==> src/rtl/shift_sched_if.sv <==
// Bundle of the two requester channels and the response channel of shift_sched.
// The design side uses the slave modport. The requester/consumer side uses the master modport.
interface shift_sched_if;
    logic        req0_valid;
    logic        req0_ready;
    logic [15:0] req0_data;
    logic [3:0]  req0_amt;
    logic        req0_lr;
    logic [1:0]  req0_op;

    logic        req1_valid;
    logic        req1_ready;
    logic [15:0] req1_data;
    logic [3:0]  req1_amt;
    logic        req1_lr;
    logic [1:0]  req1_op;

    logic        rsp_valid;
    logic        rsp_ready;
    logic [15:0] rsp_data;
    logic        rsp_id;
    logic        rsp_carry;
    logic        rsp_zero;

    modport slave (
        input  req0_valid, req0_data, req0_amt, req0_lr, req0_op,
        output req0_ready,
        input  req1_valid, req1_data, req1_amt, req1_lr, req1_op,
        output req1_ready,
        output rsp_valid, rsp_data, rsp_id, rsp_carry, rsp_zero,
        input  rsp_ready
    );

    modport master (
        output req0_valid, req0_data, req0_amt, req0_lr, req0_op,
        input  req0_ready,
        output req1_valid, req1_data, req1_amt, req1_lr, req1_op,
        input  req1_ready,
        input  rsp_valid, rsp_data, rsp_id, rsp_carry, rsp_zero,
        output rsp_ready
    );
endinterface

==> src/rtl/shift_sched.sv <==
// Two-requester shift/rotate unit with a round-robin arbiter.
// The unit runs one operation at a time through the states IDLE -> EXEC -> RESP.
// All shift forms share a single 16-bit left rotator. A right rotate by N is performed as a left rotate by 16-N.
// Shifts clear, or sign-fill, the vacated end of the rotator output through a mask.
module shift_sched (
    input  logic         clk,
    input  logic         rst_n,
    shift_sched_if.slave bus
);

    typedef enum logic [1:0] {
        S_IDLE = 2'd0,
        S_EXEC = 2'd1,
        S_RESP = 2'd2
    } state_t;

    state_t      state_q, state_d;
    logic        last_q, last_d;
    logic [15:0] opd_q, opd_d;
    logic [3:0]  amt_q, amt_d;
    logic        lr_q, lr_d;
    logic [1:0]  op_q, op_d;
    logic        id_q, id_d;
    logic        rsp_valid_q, rsp_valid_d;
    logic [15:0] rsp_data_q, rsp_data_d;
    logic        rsp_id_q, rsp_id_d;
    logic        rsp_carry_q, rsp_carry_d;
    logic        rsp_zero_q, rsp_zero_d;

    logic        grant_s;
    logic        ready0_s;
    logic        ready1_s;
    logic        accept_s;
    logic [3:0]  rot_amt_s;
    logic [15:0] rot_s;
    logic [15:0] mask_s;
    logic [15:0] res_s;
    logic        carry_s;

    // Circular left rotate of a 16-bit word by 0..15 positions.
    function automatic logic [15:0] rotl16(input logic [15:0] v, input logic [3:0] s);
        logic [31:0] w;
        w = {v, v} << s;
        return w[31:16];
    endfunction

    // Grant choice: a lone valid requester wins. On a tie, the requester that was not granted last wins.
    always_comb begin
        grant_s = 1'b0;
        if (bus.req0_valid && bus.req1_valid) begin
            grant_s = ~last_q;
        end else if (bus.req1_valid) begin
            grant_s = 1'b1;
        end else begin
            grant_s = 1'b0;
        end
    end

    assign ready0_s       = rst_n && (state_q == S_IDLE) && bus.req0_valid && (grant_s == 1'b0);
    assign ready1_s       = rst_n && (state_q == S_IDLE) && bus.req1_valid && (grant_s == 1'b1);
    assign accept_s       = ready0_s || ready1_s;
    assign bus.req0_ready = ready0_s;
    assign bus.req1_ready = ready1_s;

    // Datapath: one rotator. The mask selects the amt vacated bit positions, which are cleared or sign-filled.
    always_comb begin
        rot_amt_s = lr_q ? amt_q : (4'd0 - amt_q);
        rot_s     = rotl16(opd_q, rot_amt_s);
        mask_s    = lr_q ? ((16'h0001 << amt_q) - 16'h0001) : ~(16'hFFFF >> amt_q);
        carry_s   = (amt_q != 4'd0) ? (lr_q ? rot_s[0] : rot_s[15]) : 1'b0;
        case (op_q)
            2'b00: res_s = rot_s;
            2'b01: res_s = rot_s & ~mask_s;
            2'b10: res_s = (rot_s & ~mask_s) | ((!lr_q && opd_q[15]) ? mask_s : 16'h0000);
            2'b11: begin
                res_s   = opd_q;
                carry_s = 1'b0;
            end
            default: begin
                res_s   = 16'h0000;
                carry_s = 1'b0;
            end
        endcase
    end

    // Next-state and next-register computation for the controller and its latched operands.
    always_comb begin
        state_d     = state_q;
        last_d      = last_q;
        opd_d       = opd_q;
        amt_d       = amt_q;
        lr_d        = lr_q;
        op_d        = op_q;
        id_d        = id_q;
        rsp_valid_d = rsp_valid_q;
        rsp_data_d  = rsp_data_q;
        rsp_id_d    = rsp_id_q;
        rsp_carry_d = rsp_carry_q;
        rsp_zero_d  = rsp_zero_q;
        case (state_q)
            S_IDLE: begin
                if (accept_s) begin
                    state_d = S_EXEC;
                    last_d  = grant_s;
                    id_d    = grant_s;
                    if (grant_s) begin
                        opd_d = bus.req1_data;
                        amt_d = bus.req1_amt;
                        lr_d  = bus.req1_lr;
                        op_d  = bus.req1_op;
                    end else begin
                        opd_d = bus.req0_data;
                        amt_d = bus.req0_amt;
                        lr_d  = bus.req0_lr;
                        op_d  = bus.req0_op;
                    end
                end else begin
                    state_d = S_IDLE;
                end
            end
            S_EXEC: begin
                state_d     = S_RESP;
                rsp_valid_d = 1'b1;
                rsp_data_d  = res_s;
                rsp_id_d    = id_q;
                rsp_carry_d = carry_s;
                rsp_zero_d  = (res_s == 16'h0000);
            end
            S_RESP: begin
                if (bus.rsp_ready) begin
                    state_d     = S_IDLE;
                    rsp_valid_d = 1'b0;
                end else begin
                    state_d = S_RESP;
                end
            end
            default: begin
                state_d     = S_IDLE;
                rsp_valid_d = 1'b0;
            end
        endcase
    end

    // State and output registers. Reset drops any in-flight operation so that req0 wins the first tie.
    always_ff @(posedge clk or negedge rst_n) begin
        if (!rst_n) begin
            state_q     <= S_IDLE;
            last_q      <= 1'b1;
            opd_q       <= 16'h0000;
            amt_q       <= 4'd0;
            lr_q        <= 1'b0;
            op_q        <= 2'b00;
            id_q        <= 1'b0;
            rsp_valid_q <= 1'b0;
            rsp_data_q  <= 16'h0000;
            rsp_id_q    <= 1'b0;
            rsp_carry_q <= 1'b0;
            rsp_zero_q  <= 1'b0;
        end else begin
            state_q     <= state_d;
            last_q      <= last_d;
            opd_q       <= opd_d;
            amt_q       <= amt_d;
            lr_q        <= lr_d;
            op_q        <= op_d;
            id_q        <= id_d;
            rsp_valid_q <= rsp_valid_d;
            rsp_data_q  <= rsp_data_d;
            rsp_id_q    <= rsp_id_d;
            rsp_carry_q <= rsp_carry_d;
            rsp_zero_q  <= rsp_zero_d;
        end
    end

    assign bus.rsp_valid = rsp_valid_q;
    assign bus.rsp_data  = rsp_data_q;
    assign bus.rsp_id    = rsp_id_q;
    assign bus.rsp_carry = rsp_carry_q;
    assign bus.rsp_zero  = rsp_zero_q;

endmodule

==> src/flat_wrapper.sv <==
// flat-port wrapper written by rule: the top's interface ports become plain ports
module shift_sched_flat 
  (clk, rst_n, bus_req0_valid, bus_req0_data, bus_req0_amt, bus_req0_lr, bus_req0_op, bus_req0_ready, bus_req1_valid, bus_req1_data, bus_req1_amt, bus_req1_lr, bus_req1_op, bus_req1_ready, bus_rsp_valid, bus_rsp_data, bus_rsp_id, bus_rsp_carry, bus_rsp_zero, bus_rsp_ready);
  shift_sched_if bus_i ();
  input  logic clk;
  input  logic rst_n;
  input wire logic [$bits(bus_i.req0_valid)-1:0] bus_req0_valid;
  input wire logic [$bits(bus_i.req0_data)-1:0] bus_req0_data;
  input wire logic [$bits(bus_i.req0_amt)-1:0] bus_req0_amt;
  input wire logic [$bits(bus_i.req0_lr)-1:0] bus_req0_lr;
  input wire logic [$bits(bus_i.req0_op)-1:0] bus_req0_op;
  output wire logic [$bits(bus_i.req0_ready)-1:0] bus_req0_ready;
  input wire logic [$bits(bus_i.req1_valid)-1:0] bus_req1_valid;
  input wire logic [$bits(bus_i.req1_data)-1:0] bus_req1_data;
  input wire logic [$bits(bus_i.req1_amt)-1:0] bus_req1_amt;
  input wire logic [$bits(bus_i.req1_lr)-1:0] bus_req1_lr;
  input wire logic [$bits(bus_i.req1_op)-1:0] bus_req1_op;
  output wire logic [$bits(bus_i.req1_ready)-1:0] bus_req1_ready;
  output wire logic [$bits(bus_i.rsp_valid)-1:0] bus_rsp_valid;
  output wire logic [$bits(bus_i.rsp_data)-1:0] bus_rsp_data;
  output wire logic [$bits(bus_i.rsp_id)-1:0] bus_rsp_id;
  output wire logic [$bits(bus_i.rsp_carry)-1:0] bus_rsp_carry;
  output wire logic [$bits(bus_i.rsp_zero)-1:0] bus_rsp_zero;
  input wire logic [$bits(bus_i.rsp_ready)-1:0] bus_rsp_ready;
  assign bus_i.req0_valid = bus_req0_valid;
  assign bus_i.req0_data = bus_req0_data;
  assign bus_i.req0_amt = bus_req0_amt;
  assign bus_i.req0_lr = bus_req0_lr;
  assign bus_i.req0_op = bus_req0_op;
  assign bus_req0_ready = bus_i.req0_ready;
  assign bus_i.req1_valid = bus_req1_valid;
  assign bus_i.req1_data = bus_req1_data;
  assign bus_i.req1_amt = bus_req1_amt;
  assign bus_i.req1_lr = bus_req1_lr;
  assign bus_i.req1_op = bus_req1_op;
  assign bus_req1_ready = bus_i.req1_ready;
  assign bus_rsp_valid = bus_i.rsp_valid;
  assign bus_rsp_data = bus_i.rsp_data;
  assign bus_rsp_id = bus_i.rsp_id;
  assign bus_rsp_carry = bus_i.rsp_carry;
  assign bus_rsp_zero = bus_i.rsp_zero;
  assign bus_i.rsp_ready = bus_rsp_ready;
  shift_sched u_core (.clk(clk), .rst_n(rst_n), .bus(bus_i));
endmodule
==> config.mk <==
export PLATFORM = sky130hd
export DESIGN_NAME = shift_sched_flat
export DESIGN_NICKNAME = d
export VERILOG_FILES = /design/src/rtl/shift_sched_if.sv /design/src/rtl/shift_sched.sv /design/src/flat_wrapper.sv
export SDC_FILE = /design/constraint.sdc
export NUM_CORES = 1
export LEC_CHECK = 0
export CAP_MARGIN = 10
export CORE_UTILIZATION = 31
export DETAILED_ROUTE_END_ITERATION = 6
export SYNTH_ARGS = -nofsm -noshare
export SYNTH_HDL_FRONTEND = slang
export SYNTH_SLANG_ARGS = --single-unit
export TNS_END_PERCENT = 30
==> constraint.sdc <==
create_clock -name clk -period 3.7 [get_ports clk]
set_input_delay 0.74 -clock clk [delete_from_list [all_inputs] [get_ports clk]]
set_output_delay 0.74 -clock clk [all_outputs]
set_load 0.03 [all_outputs]
==> results.json <==
{
  "fp.dieArea_um2": 13700,
  "cts_resized": 0,
  "path_max_fanout": 10,
  "fill_cells": 1305,
  "postCtsSetupBuffers": 0,
  "power_switching_mw": 2.65,
  "hpwl_um": 9810,
  "p_int_mw": 2.64,
  "cp-start-kind": "register",
  "avgViaCountPerCell": 5.60,
  "holdPathEnd": "u_core.bus.rsp_data[3]$_DFFE_PN0P_",
  "synth_cell_types": 69,
  "seq_area_um2": 1180,
  "peakVddDrop_mv": 0.333,
  "finClkSkew_ns": 0.00709,
  "clock_latency_ns": 0.29,
  "netlist.area_leader.share_pct": 28.0,
  "regToRegEndpoint": "u_core.bus.rsp_zero$_DFFE_PN0P_",
  "ant_nets": 0,
  "cts-root-buf": "clkbuf_16",
  "numCtsBuffers": 5,
  "grt_pass1_vias": 3623,
  "cap_violations": 0,
  "min_path_type": "reg -> reg",
  "place_area_um2": 5060,
  "status": "finished clean",
  "p_per_area_nw_per_um2": 1020,
  "hold_viol": 0,
  "swShare_pct": 50.1,
  "wl_per_cell_um": 18.4,
  "final_util_pct": 40.7,
  "die_y_um": 117,
  "grt_max_degree": 48,
  "r2r_slack_ns": 0.43,
  "fin_area_um2": 5200,
  "arrival_ns": 3.44,
  "synth_flop_cell": "dfrtp_1",
  "globalRouteOverflowTotal": 0,
  "p_leak_nw": 2.15,
  "async_flop_share_pct": 100,
  "port_buffers": 72,
  "power_mw": 5.29,
  "nets": 578,
  "rsz0062_at_grt": "false",
  "synth_area_leaders": "dfrtp_1 28%, mux2i_1 12%, mux4_2 6.6%, a21oi_1 5.5%, nor2_1 3.7%",
  "core_area_um2": 12800,
  "multi_input_area_um2": 2710,
  "fin_crit_ns": 3.27,
  "gp_congestion": 0.915,
  "drc": 0,
  "drtPass1Iterations": 4,
  "clockPowerShare_pct": 8.6,
  "slew_viol_final": 0,
  "setup_slack_ns": 0.434,
  "routed-via-count": 3870,
  "drt-total-wl_um": 12700,
  "synth_common_cells": "51 x mux2i_1, 46 x dfrtp_1, 45 x a21oi_1",
  "ys_seq_elements": 47,
  "worstHoldStart": "u_core.bus.rsp_data[3]$_DFFE_PN0P_",
  "fmax_ghz": 0.306,
  "boundaryPins": 73,
  "drive_above_1_share_pct": 13.3,
  "syn_area_um2": 4110,
  "place_ws_ns": 0.457,
  "syn_avg_cell_area_um2": 9.11,
  "synth-seq-area-share_pct": 28.6,
  "syn_nets": 511,
  "setup_tns_ns": 0,
  "synth_edf_count": 0,
  "clk_pin_slew_ns": 0.07,
  "tightest_slew_ns": 0.739,
  "synthCells": 451,
  "yosysWarnings": 0,
  "antenna_cells": 0,
  "clock-sinks": 47,
  "r2r-start": "u_core.amt_q[1]$_DFFE_PN0P_",
  "reg2regPathDepth": 12,
  "hold_depth": 2,
  "clock_path_buffers": 2,
  "cts_htree_levels": 2,
  "fin_crit_sh_pct": 88.3,
  "yosysMostFrequentCell": "mux2i_1",
  "rows": 41,
  "grt_use_total_pct": 19.0,
  "cts_tree": "done",
  "drt_iter0_markers": 283,
  "area_growth_pct": 26.6,
  "pwr-share-comb_pct": 71.5,
  "initial_core_util_pct": 32.2,
  "slew_headroom_pct": 49.5,
  "setup_viol": 0,
  "critPathRequiredTime_ns": 3.88,
  "pwr-share-seq_pct": 19.9,
  "antenna_found_initial": 0,
  "grt_pass1_wl_um": 19700,
  "dieWidth_um": 117,
  "path_class": "reg -> reg",
  "postCtsHoldBufs": 0,
  "cp-end-kind": "register",
  "synth_area_leader_cell": "dfrtp_1"
}
-- how the worst max path moves through the flow --
| stage | startpoint | end | slack (ns) |
|---|---|---|---|
| 5_1_grt | u_core.amt_q[1]$_DFFE_PN0P_ | u_core.bus.rsp_zero$_DFFE_PN0P_ | 0.20 |
| 3_5_place_dp | u_core.amt_q[1]$_DFFE_PN0P_ | u_core.bus.rsp_zero$_DFFE_PN0P_ | 0.46 |
| 2_1_floorplan | u_core.amt_q[0]$_DFFE_PN0P_ | u_core.bus.rsp_zero$_DFFE_PN0P_ | 0.11 |
| 3_3_place_gp | u_core.amt_q[2]$_DFFE_PN0P_ | u_core.bus.rsp_zero$_DFFE_PN0P_ | 0.58 |
| 4_1_cts | u_core.amt_q[1]$_DFFE_PN0P_ | u_core.bus.rsp_zero$_DFFE_PN0P_ | 0.44 |
| 6_report | u_core.amt_q[1]$_DFFE_PN0P_ | u_core.bus.rsp_zero$_DFFE_PN0P_ | 0.43 |
-- logic make-up (layout without fill, tap and decap cells) --
logic type                 count (synthesis)  in the layout  share of synthesized area [%]
AOI/OAI and AO/OA                        130            130                           20.9
adders and majority gates                 14             14                           3.96
and+or+nand+nor                          129            129                           15.1
buffers and inverters                     52            120                           5.81
muxes                                     79             79                           25.6
DFF                                       47             47                           28.6
-- critical path: stages, from the launching register on --
cell	delay [ns]
dfrtp_1	0.38
inv_1	0.12
ha_1	0.24
ha_1	0.39
nor3_1	0.13
buf_4	0.17
a21oi_1	0.14
nor3_1	0.06
a211oi_1	0.52
o21ai_0	0.16
a211oi_1	0.47
nor4_1	0.13
a41o_1	0.26
-- flip-flops by register name, indices dropped and copies added (netlist names) --
name	count
u_core.bus.rsp_data	16
u_core.opd_q	16
u_core.amt_q	4
u_core.op_q	2
u_core.state_q	2
u_core.bus.rsp_carry	1
u_core.bus.rsp_id	1
u_core.bus.rsp_valid	1
u_core.bus.rsp_zero	1
u_core.id_q	1
u_core.last_q	1
u_core.lr_q	1
-- power groups by stage --
stage                     Sequential (mW)  Clock (mW)  Combinational (mW)
final                                1.05       0.456                3.78
after global routing                 1.09       0.481                4.08
after CTS                            1.04       0.462                3.76
after detailed placement             1.05           0                3.75
after global placement               1.04           0                3.72
after floorplan                      1.09           0                2.54
-- final cells by class --
type / count / area share [%]
inverters: 14 / 1.01
clock buffers: 5 / 2.40
multi-input cells: 352 / 52.0
repair buffers: 98 / 17.5
well taps: 172 / 4.14
clock inverters: 3 / 0.385
flip-flops and latches: 47 / 22.6
-- cells in the final DEF, fill, tap and decap left out, types with 9 or more instances in the layout --
cell type,instances
mux4_2,12
dfrtp_1,46
o21ai_0,22
clkdlybuf4s50_1,70
inv_1,13
nor3_1,10
mux2i_1,51
nor2_1,41
ha_1,9
nand2_1,36
a21oi_1,45
buf_4,27
mux2_2,9
-- per-stage QoR --
stage               instances  hold WS (ns)
finish                    691         0.475
global route              691         0.505
CTS                       691         0.484
detailed placement        683         0.470
global placement          683         0.460
floorplan                 451         0.444
-- layer usage --
metal  vias to the layer above  GRT usage [%]  part of all wire [%]  wire length (um)
li1                       1837              -                     -                 -
met1                      1857           27.4                    46              5810
met2                       165           30.0                    46              5860
met3                        11           3.60                   7.2               916
met4                         0           3.29                  0.96               122
met5                         -              0                     0                 0
Note: power is estimated with default switching activity, not from simulation.
